**src/rtl/adaptive_phase_scheduler_pkg.sv**
```systemverilog
// Shared types and width helpers for the adaptive traffic-phase scheduler.
package traffic_pkg;

    typedef enum logic [1:0] {
        PH_ALLRED = 2'd0,
        PH_GREEN  = 2'd1,
        PH_YELLOW = 2'd2
    } phase_e;

    // Width of a per-direction lane sum; one spare bit so the sum never wraps.
    function automatic int sum_w(input int cnt_w, input int lanes);
        return cnt_w + $clog2(lanes) + 1;
    endfunction

    // Width of a direction index (at least one bit).
    function automatic int dir_w(input int n_dir);
        return (n_dir > 1) ? $clog2(n_dir) : 1;
    endfunction

endpackage

```
**src/rtl/adaptive_phase_scheduler_if.sv**
```systemverilog
// Sensor-count / light-driver bundle of the adaptive phase scheduler.
interface adaptive_phase_scheduler_if #(
    parameter int N_DIR = 4,
    parameter int LANES = 2,
    parameter int CNT_W = 8
);
    import traffic_pkg::*;

    localparam int DIR_W = dir_w(N_DIR);

    logic                         enable;
    logic [N_DIR*LANES*CNT_W-1:0] lane_count;
    logic [N_DIR*LANES-1:0]       green;
    logic [N_DIR*LANES-1:0]       yellow;
    logic [DIR_W-1:0]             cur_dir;
    phase_e                       phase;

    modport master (
        output enable, lane_count,
        input  green, yellow, cur_dir, phase
    );

    modport slave (
        input  enable, lane_count,
        output green, yellow, cur_dir, phase
    );

endinterface

```
**src/rtl/adaptive_phase_scheduler_dir_arbiter.sv**
```systemverilog
// Combinational next-direction selector: starving dirs first (lowest index),
// then the largest sum (lowest index on ties), else explicit round-robin step.
module dir_arbiter #(
    parameter int N_DIR = 4,
    parameter int SUM_W = 10,
    parameter int DIR_W = 2
) (
    input  logic [N_DIR*SUM_W-1:0] sums,
    input  logic [N_DIR-1:0]       starve,
    input  logic [DIR_W-1:0]       cur_dir,
    output logic [DIR_W-1:0]       next_dir,
    output logic                   challenger_gt_own
);

    logic [SUM_W-1:0] own_sum;
    logic [SUM_W-1:0] best_sum;
    logic [SUM_W-1:0] cand;
    logic [DIR_W-1:0] starve_dir;
    logic [DIR_W-1:0] best_dir;
    logic             found_starve;
    logic             found_best;

    // Scan all other directions for starvation, the maximum sum and any challenger.
    always_comb begin
        own_sum           = sums[int'(cur_dir)*SUM_W +: SUM_W];
        best_sum          = '0;
        cand              = '0;
        starve_dir        = '0;
        best_dir          = '0;
        found_starve      = 1'b0;
        found_best        = 1'b0;
        challenger_gt_own = 1'b0;
        for (int d = 0; d < N_DIR; d++) begin
            cand = sums[d*SUM_W +: SUM_W];
            if (cur_dir != DIR_W'(d)) begin
                if (cand > own_sum) begin
                    challenger_gt_own = 1'b1;
                end
                if (starve[d] && !found_starve) begin
                    found_starve = 1'b1;
                    starve_dir   = DIR_W'(d);
                end
                // Strict compare keeps the lowest index on ties.
                if (cand > best_sum) begin
                    found_best = 1'b1;
                    best_sum   = cand;
                    best_dir   = DIR_W'(d);
                end
            end
        end
        if (found_starve) begin
            next_dir = starve_dir;
        end else if (found_best) begin
            next_dir = best_dir;
        end else if (cur_dir == DIR_W'(N_DIR - 1)) begin
            next_dir = '0;
        end else begin
            next_dir = cur_dir + DIR_W'(1);
        end
    end

endmodule

```
**src/rtl/adaptive_phase_scheduler.sv**
```systemverilog
// Daytime traffic-phase scheduler: registers per-direction lane sums, then
// cycles GREEN -> YELLOW -> ALLRED granting one direction at a time, with
// min/max green timing and per-direction starvation protection.
module adaptive_phase_scheduler
    import traffic_pkg::*;
#(
    parameter int N_DIR      = 4,
    parameter int LANES      = 2,
    parameter int CNT_W      = 8,
    parameter int MIN_GREEN  = 8,
    parameter int MAX_GREEN  = 32,
    parameter int YELLOW_CYC = 3,
    parameter int ALLRED_CYC = 1,
    parameter int STARVE_LIM = 64
) (
    input logic                      clk,
    input logic                      rst,
    adaptive_phase_scheduler_if.slave bus
);

    localparam int SUM_W   = sum_w(CNT_W, LANES);
    localparam int DIR_W   = dir_w(N_DIR);
    localparam int LN      = N_DIR * LANES;
    localparam int TMR_A   = (MAX_GREEN > YELLOW_CYC) ? MAX_GREEN : YELLOW_CYC;
    localparam int TMR_MAX = (TMR_A > ALLRED_CYC) ? TMR_A : ALLRED_CYC;
    localparam int TMR_W   = $clog2(TMR_MAX + 1);
    localparam int STV_W   = $clog2(STARVE_LIM + 1);

    logic [SUM_W-1:0]       sum_p0 [N_DIR];
    logic [SUM_W-1:0]       sum_p1 [N_DIR];
    logic [N_DIR*SUM_W-1:0] sum_flat_p1;
    logic [STV_W-1:0]       stv_p2 [N_DIR];
    logic [N_DIR-1:0]       starve;
    logic                   starve_any;
    logic                   own_zero;

    phase_e                 phase_p2;
    logic [DIR_W-1:0]       cur_dir_p2;
    logic [TMR_W-1:0]       timer_p2;
    logic [LN-1:0]          green_p2;
    logic [LN-1:0]          yellow_p2;

    logic [DIR_W-1:0]       next_dir;
    logic                   challenger_gt_own;
    logic                   allred_done;
    logic                   enter_green;
    logic                   green_exit;

    function automatic logic [LN-1:0] lane_mask(input logic [DIR_W-1:0] d);
        logic [LN-1:0] m;
        m = '0;
        for (int l = 0; l < LANES; l++) begin
            m[int'(d)*LANES + l] = 1'b1;
        end
        return m;
    endfunction

    // Stage p0 -> p1: add up the lanes of every direction (zero-extended).
    always_comb begin
        for (int d = 0; d < N_DIR; d++) begin
            sum_p0[d] = '0;
            for (int l = 0; l < LANES; l++) begin
                sum_p0[d] = sum_p0[d] + SUM_W'(bus.lane_count[(d*LANES + l)*CNT_W +: CNT_W]);
            end
        end
    end

    // Register the sums; pure data, so no reset.
    always_ff @(posedge clk) begin
        sum_p1 <= sum_p0;
    end

    // Stage p1 -> p2: flatten sums, derive starvation flags and green-exit terms.
    always_comb begin
        starve_any = 1'b0;
        for (int d = 0; d < N_DIR; d++) begin
            sum_flat_p1[d*SUM_W +: SUM_W] = sum_p1[d];
            starve[d] = (stv_p2[d] >= STV_W'(STARVE_LIM));
            if (starve[d] && (cur_dir_p2 != DIR_W'(d))) begin
                starve_any = 1'b1;
            end
        end
        own_zero    = (sum_p1[cur_dir_p2] == '0);
        allred_done = (timer_p2 >= TMR_W'(ALLRED_CYC - 1));
        enter_green = (phase_p2 == PH_ALLRED) && allred_done && bus.enable;
        green_exit  = (timer_p2 >= TMR_W'(MIN_GREEN)) &&
                      (own_zero || challenger_gt_own || starve_any ||
                       (timer_p2 == TMR_W'(MAX_GREEN)));
    end

    dir_arbiter #(
        .N_DIR (N_DIR),
        .SUM_W (SUM_W),
        .DIR_W (DIR_W)
    ) u_dir_arbiter (
        .sums              (sum_flat_p1),
        .starve            (starve),
        .cur_dir           (cur_dir_p2),
        .next_dir          (next_dir),
        .challenger_gt_own (challenger_gt_own)
    );

    // Phase FSM with registered light outputs; enable low cuts green short.
    always_ff @(posedge clk) begin
        if (rst) begin
            phase_p2   <= PH_ALLRED;
            cur_dir_p2 <= '0;
            timer_p2   <= '0;
            green_p2   <= '0;
            yellow_p2  <= '0;
        end else begin
            case (phase_p2)
                PH_ALLRED: begin
                    if (allred_done) begin
                        if (bus.enable) begin
                            phase_p2   <= PH_GREEN;
                            cur_dir_p2 <= next_dir;
                            timer_p2   <= TMR_W'(1);
                            green_p2   <= lane_mask(next_dir);
                        end
                    end else begin
                        timer_p2 <= timer_p2 + TMR_W'(1);
                    end
                end
                PH_GREEN: begin
                    if (!bus.enable || green_exit) begin
                        phase_p2  <= PH_YELLOW;
                        timer_p2  <= TMR_W'(1);
                        green_p2  <= '0;
                        yellow_p2 <= lane_mask(cur_dir_p2);
                    end else begin
                        timer_p2 <= timer_p2 + TMR_W'(1);
                    end
                end
                PH_YELLOW: begin
                    if (timer_p2 >= TMR_W'(YELLOW_CYC)) begin
                        phase_p2  <= PH_ALLRED;
                        timer_p2  <= '0;
                        yellow_p2 <= '0;
                    end else begin
                        timer_p2 <= timer_p2 + TMR_W'(1);
                    end
                end
                default: begin
                    phase_p2  <= PH_ALLRED;
                    timer_p2  <= '0;
                    green_p2  <= '0;
                    yellow_p2 <= '0;
                end
            endcase
        end
    end

    // Starvation counters: count waiting cycles with traffic, saturate, clear on grant or empty.
    always_ff @(posedge clk) begin
        if (rst) begin
            for (int d = 0; d < N_DIR; d++) begin
                stv_p2[d] <= '0;
            end
        end else begin
            for (int d = 0; d < N_DIR; d++) begin
                if (enter_green && (next_dir == DIR_W'(d))) begin
                    stv_p2[d] <= '0;
                end else if (sum_p1[d] == '0) begin
                    stv_p2[d] <= '0;
                end else if ((phase_p2 == PH_GREEN) && (cur_dir_p2 == DIR_W'(d))) begin
                    stv_p2[d] <= stv_p2[d];
                end else if (stv_p2[d] < STV_W'(STARVE_LIM)) begin
                    stv_p2[d] <= stv_p2[d] + STV_W'(1);
                end
            end
        end
    end

    assign bus.green   = green_p2;
    assign bus.yellow  = yellow_p2;
    assign bus.cur_dir = cur_dir_p2;
    assign bus.phase   = phase_p2;

endmodule
```
**src/flat_wrapper.sv**
```systemverilog
// flat-port wrapper written by rule: the top's interface ports become plain ports
module adaptive_phase_scheduler_flat import traffic_pkg::*;
#(
    parameter int N_DIR      = 4,
    parameter int LANES      = 2,
    parameter int CNT_W      = 8,
    parameter int MIN_GREEN  = 8,
    parameter int MAX_GREEN  = 32,
    parameter int YELLOW_CYC = 3,
    parameter int ALLRED_CYC = 1,
    parameter int STARVE_LIM = 64
)
  (clk, rst, bus_enable, bus_lane_count, bus_green, bus_yellow, bus_cur_dir, bus_phase);
  adaptive_phase_scheduler_if #(.N_DIR(N_DIR), .LANES(LANES), .CNT_W(CNT_W)) bus_i ();
  input logic clk;
  input logic rst;
  input wire logic [$bits(bus_i.enable)-1:0] bus_enable;
  input wire logic [$bits(bus_i.lane_count)-1:0] bus_lane_count;
  output wire logic [$bits(bus_i.green)-1:0] bus_green;
  output wire logic [$bits(bus_i.yellow)-1:0] bus_yellow;
  output wire logic [$bits(bus_i.cur_dir)-1:0] bus_cur_dir;
  output wire logic [$bits(bus_i.phase)-1:0] bus_phase;
  assign bus_i.enable = bus_enable;
  assign bus_i.lane_count = bus_lane_count;
  assign bus_green = bus_i.green;
  assign bus_yellow = bus_i.yellow;
  assign bus_cur_dir = bus_i.cur_dir;
  assign bus_phase = bus_i.phase;
  adaptive_phase_scheduler #(.N_DIR(N_DIR), .LANES(LANES), .CNT_W(CNT_W), .MIN_GREEN(MIN_GREEN), .MAX_GREEN(MAX_GREEN), .YELLOW_CYC(YELLOW_CYC), .ALLRED_CYC(ALLRED_CYC), .STARVE_LIM(STARVE_LIM)) u_core (.clk(clk), .rst(rst), .bus(bus_i));
endmodule
```
**config.mk**
```make
export PLATFORM = sky130hd
export DESIGN_NAME = adaptive_phase_scheduler_flat
export DESIGN_NICKNAME = d
export VERILOG_FILES = /design/src/rtl/adaptive_phase_scheduler_pkg.sv /design/src/rtl/adaptive_phase_scheduler_if.sv /design/src/rtl/adaptive_phase_scheduler_dir_arbiter.sv /design/src/rtl/adaptive_phase_scheduler.sv /design/src/flat_wrapper.sv
export SDC_FILE = /design/constraint.sdc
export NUM_CORES = 1
export LEC_CHECK = 0
export BUFFER_PORTS_ARGS = -buffer_cell sky130_fd_sc_hd__buf_2
export CAP_MARGIN = 10
export CORE_MARGIN = 3
export CORE_UTILIZATION = 55
export CTS_BUF_LIST = sky130_fd_sc_hd__clkbuf_4 sky130_fd_sc_hd__clkbuf_8
export DETAILED_ROUTE_END_ITERATION = 10
export GPL_TIMING_DRIVEN = 0
export PLACE_DENSITY = 0.9
export SYNTH_ARGS = -nofsm -noshare
export SYNTH_HDL_FRONTEND = slang
export SYNTH_HIERARCHICAL = 1
export SYNTH_SLANG_ARGS = --single-unit
```
**constraint.sdc**
```tcl
create_clock -name clk -period 6.7 [get_ports clk]
set_input_delay 0.67 -clock clk [delete_from_list [all_inputs] [get_ports clk]]
set_output_delay 0.67 -clock clk [all_outputs]
set_load 0.01 [all_outputs]
```
Yosys cells after proc, flatten, opt, wreduce, memory -nomap -nowiden
Memory sizes are Yosys's and may differ from the RTL's.
Cells that the tools add are included.
{"block": "classes", "add_sub_neg": 12, "multipliers": 1, "n_div": 0, "order_cmp": 28, "n_eq_ne": 17, "n_shift": 1, "n_mux": 167, "n_bitwise": 21, "reduce_logical": 43}
{"operator": "2-to-1 mux 7 bit", "count": 16}
{"operator": "2-to-1 mux 1 bit", "count": 110}
{"operator": "2-to-1 mux 10 bit", "count": 8}
{"operator": "> comparator 10 bit", "count": 7}
{"operator": ">= comparator 32 x 1 -> 1 bit, second input constant", "count": 2}
{"operator": "less-than comparator 32 x 5 -> 1 bit, second input constant", "count": 2}
{"operator": "zero test 10 bit", "count": 5}
{"operator": "case mux 8 bit (3 select lines)", "count": 2}
{"operator": "2-to-1 mux 8 bit", "count": 5}
{"operator": "indexed part select 40 x 32 -> 10 bit", "count": 1}
{"operator": "adder 8 x 8 -> 9 bit", "count": 4}
{"operator": "2-to-1 mux 2 bit", "count": 15}
{"operator": "adder 7 x 1 -> 7 bit, second input constant", "count": 4}
{"operator": ">= comparator 7 bit, second input constant", "count": 4}
{"operator": "less-than comparator 7 bit, second input constant", "count": 4}
{"operator": "2-to-1 mux 6 bit", "count": 4}
{"operator": "logical AND 1 bit", "count": 22}
{"operator": "binary-select mux 10 bit (select 2 bit)", "count": 1}
{"operator": "case mux 6 bit (3 select lines)", "count": 1}
{"operator": "OR 1 bit", "count": 16}
{"operator": "OR 7 x 8 -> 8 bit", "count": 2}
{"operator": "equality test 2 bit, second input constant", "count": 5}
{"operator": "> comparator 10 x 1 -> 1 bit, second input constant", "count": 1}
{"operator": "adder 3 x 1 -> 4 bit, second input constant", "count": 2}
{"operator": "other kinds (25)", "count": 47}
{"block": "word_totals", "register_bits": 66, "latch_bits": 0, "ramBits": 28, "rom_bits": 0, "in_bits": 67, "output_inout_bits": 20, "elab_cells": 300, "mem_count": 1}
{"memory": "u_core.stv_p2", "words": 4, "width": 7, "read_ports": 4, "rd_clocked_by_memory_dff": 0, "write_ports": 4, "line_no": "adaptive_phase_scheduler.sv:32", "rtl": "logic [STV_W-1:0] stv_p2 [N_DIR];"}

Logic depth before layout (Yosys ltp)
An unclocked memory read counts as a cell.
{"block": "depth", "ltp_word": 26, "mapped_depth": 30}

Cells and area by module
Netlist, hierarchy kept.
{"mod": "adaptive_phase_scheduler", "n_inst": 1, "cells_per_inst": 460, "area_each_um2": 4459.3}
{"mod": "dir_arbiter", "n_inst": 1, "cells_per_inst": 302, "area_each_um2": 2434.8}

Worst setup path after synthesis
No wires, ideal clock.
{"block": "synth_path", "path_kind": "register to register", "start": "reg u_core.cur_dir_p2[0] (netlist: u_core/bus.cur_dir[0])", "end": "mem u_core/stv_p2[3][0] (netlist bit), enable pin", "t_arrival_ns": 6.853, "setup_slack_ns": -0.421, "path_stages_with_launch": 29, "n_path_buf": 3, "path_cell_list": "dfxtp_1 > buf_2 > inv_1 > ha_1 > clkbuf_1 > a31oi_1 > nand2_1 > ha_1 > nand4_1 > a211o_1 > o2111ai_1 > buf_2 > and2_1 > a21oi_1 > ha_1 > a211oi_2 > nor2_1 > a2111o_1 > a32o_1 > o22ai_1 > ha_1 > a211oi_1 > nor2_1 > a2111o_1 > and2_1 > o41a_1 > nand3_1 > or3b_2 > or2_2"}
{"element": "start: declaration", "line_no": "adaptive_phase_scheduler.sv:38", "rtl": "logic [DIR_W-1:0] cur_dir_p2;"}
{"element": "start signal: assignment", "line_no": "adaptive_phase_scheduler.sv:117", "rtl": "cur_dir_p2 <= next_dir;"}
{"element": "end: declaration", "line_no": "adaptive_phase_scheduler.sv:32"}

==> impl_metrics.yaml <==
timing:
  fin_crit_sh_pct: 102
  finalWorstSetupSlack_ps: -157
  timing.final.hold_violations: 0
  worstMarginPinSlew_ps: 826
  maxSlewHeadroom_pct: 44.3
  slew_viol_final: 0
  hold-worst-slack_ps: 495
  setup_viol: 45
  period_needed_ps: 6860
  fin_skew_ps: 9.72
  timing.fmax_mhz: 146
logic_synthesis:
  ys.warnings.count: 6
  synth_cell_type_count: 63
  yosys.area.top_type: "ha_1"
  synth.area.top_cells: "ha_1 21%, dfxtp_1 16%, edfxtp_1 12%, nor2_1 4.0%, a21oi_1 3.8%"
  syn_avg_cell_area_um2: 9.05
  synth-seq-area-share_pct: 27.9
  synth-edff-count: 28
  synth_commonest_cells: "116 x ha_1, 74 x nor2_1, 58 x inv_1, 54 x dfxtp_1, 53 x a21oi_1"
  synth_area_mm2: 0.00689
  ys.flop_type: "dfxtp_1"
  synth.top_cell.area_share_pct: 21.1
  synth_seq_cells: 82
  synthCells: 762
  synthArstFlopShare_pct: 0
  yosysMostFrequentCell: "ha_1"
die:
  core-area_mm2: 0.0121
  die_w_um: 118
  rows: 40
  die_y_um: 118
  pin_count: 87
  initial_core_util_pct: 56.9
  dieArea_mm2: 0.0139
final_layout:
  fillers: 870
  area_growth_syn_to_layout_pct: 20.9
  multi_input_area_mm2: 0.00498
  drive_gt1_share_pct: 24.4
  regArea_mm2: 0.00193
  num_antenna_cells: 0
  finalInstanceArea_mm2: 0.00833
  instances_no_fill: 1067
  finalNetCount: 1081
critical_path:
  max_stage_delay_ps: 460
  crit_slowest_cell: "o41a_1"
  start_kind: "register"
  cp.arrival_ps: 7070
  crit_required_ps: 6920
  critPathCaptureType: "register"
  crit_fanout: 8
  crit_type: "reg2reg"
min_path:
  min_path_type: "reg2reg"
cts:
  cts_sinks: 82
  clkTransAtPathRegs_ps: 90
  hold_buffers: 0
  numCtsBuffers: 9
  clk_latency_ps: 380
  ctsHtreeMaxLevel: 3
  cts_tree: "yes"
  clockBufferDepth: 2
  root_buffer: "clkbuf_8"
placement:
  placed_cell_area_mm2: 0.00762
  dpl.hpwl_um: 12900
  io_buffer_count: 86
  gp_congestion: 0.998
  place_ws_ps: -949
  dp.cells: 1030
power:
  power_uw: 3780
  p_leak_uw: 0.00367
  ir_drop_v: 0.000195
  p_per_area_mw_per_mm2: 453
flow_run:
  max_cap_violations: 0
global_route:
  first_global_vias: 6310
  grt_pass1_wl_um: 29900
  overflow: 0
  grt_antenna_before_repair: 0
  grt_max_degree: 17
  grt_usage_pct: 26.2
drt:
  drt-initial-drc-count: 922
  vias_per_cell: 6.34
  vias: 6760
  drc: 0
  firstDrtPassIters: 7
  wl_per_cell_um: 18.9
  routed_wirelength_um: 20100
  ant_nets: 0
outcome:
  outcome: "complete, but fails checks"
  violations: "setup timing"
[area by class of cell]
type | instances | area share, %
clock inverter | 7 | 1.05
tap | 168 | 2.52
buffer | 23 | 2.18
sequential | 82 | 23.1
timing repair buffer | 109 | 7.28
multi-input combinational | 611 | 59.7
inverter | 58 | 2.61
clock buffer | 9 | 1.49
[cells by family (layout without fill, tap and decap cells)]
logic type	Yosys count	count (layout)	synth area share, %
buf+inv	83	206	5.21
fa+ha+maj	120	120	22.2
simple gates	254	254	19.4
other cells	1	15	0.0544
xor+xnor	40	40	5.08
mux	12	12	3.74
flops	82	82	27.9
compound gates	170	170	16.4
[critical path, delay by kind of cell (launching register included)]
kind	cells	cell delay (ps)
buffers and inverters	4	520
adders and majority gates	4	1010
and+or+nand+nor	9	1660
AOI/OAI and AO/OA	12	3130
DFF	1	380
[registers in the layout, indices dropped and copies added (netlist names)]
| name | cells |
|---|---|
| u_core/bus.phase | 2 |
| u_core/bus.green | 4 |
| u_core/sum_flat_p1 | 36 |
| u_core/bus.yellow | 4 |
| u_core/stv_p2 | 28 |
| u_core/timer_p2 | 6 |
| u_core/bus.cur_dir | 2 |
[path summary, 6_finish.rpt]
kind / startpoint / to / slack (ps) / depth (start not counted)
setup / recovery: u_core/bus.cur_dir[0]$_SDFFE_PP0P_ / u_core/stv_p2[3][6]$_SDFFCE_PN0P_ / -160 / 29
hold / removal: u_core/bus.green[1]$_SDFFE_PP0P_ / u_core/bus.green[1]$_SDFFE_PP0P_ / 500 / 2
setup reg to reg: u_core/bus.cur_dir[0]$_SDFFE_PP0P_ / u_core/stv_p2[3][6]$_SDFFCE_PN0P_ / -160 / 29
hold reg to reg: u_core/bus.green[1]$_SDFFE_PP0P_ / u_core/bus.green[1]$_SDFFE_PP0P_ / 500 / 2
[timing repair]
action | in CTS | in global routing
buffers inserted | 10 | 13
pin swaps | 10 | 26
gates resized for setup | 38 | 35
endpoints found under the setup margin | 59 | 56
[power by group]
part	leakage (uW)	switching [uW]	internal, uW
clock	0.0000992	204	178
sequential	0.000786	168	653
combinational	0.00279	1450	1130
[per-layer routing]
layer | routed length, um | up-vias | track usage, %
met5 | 0 | - | 0
met4 | 1490 | 0 | 14.5
met3 | 1900 | 172 | 6.39
met2 | 9360 | 469 | 43.8
met1 | 7390 | 3098 | 30.9
li1 | - | 3021 | -
[layout by cell type, fill, tap and decap left out, types with 25 or more instances in the layout]
cell	count
buf_2	88
inv_1	58
a21oi_1	46
xnor2_1	25
o21ai_0	26
ha_1	110
edfxtp_1	28
buf_4	31
dfxtp_1	52
nand2_1	43
nor2_1	72
[metrics by stage]
| step | TNS [ps] | utilization [%] |
|---|---|---|
| finish | -2490 | 68.8 |
| global route | -10780 | 68.8 |
| CTS | 0 | 66.4 |
| detailed placement | -38860 | 62.9 |
| global placement | -39880 | 62.9 |
| floorplan | 0 | - |
(Power assumes the default switching activity.)
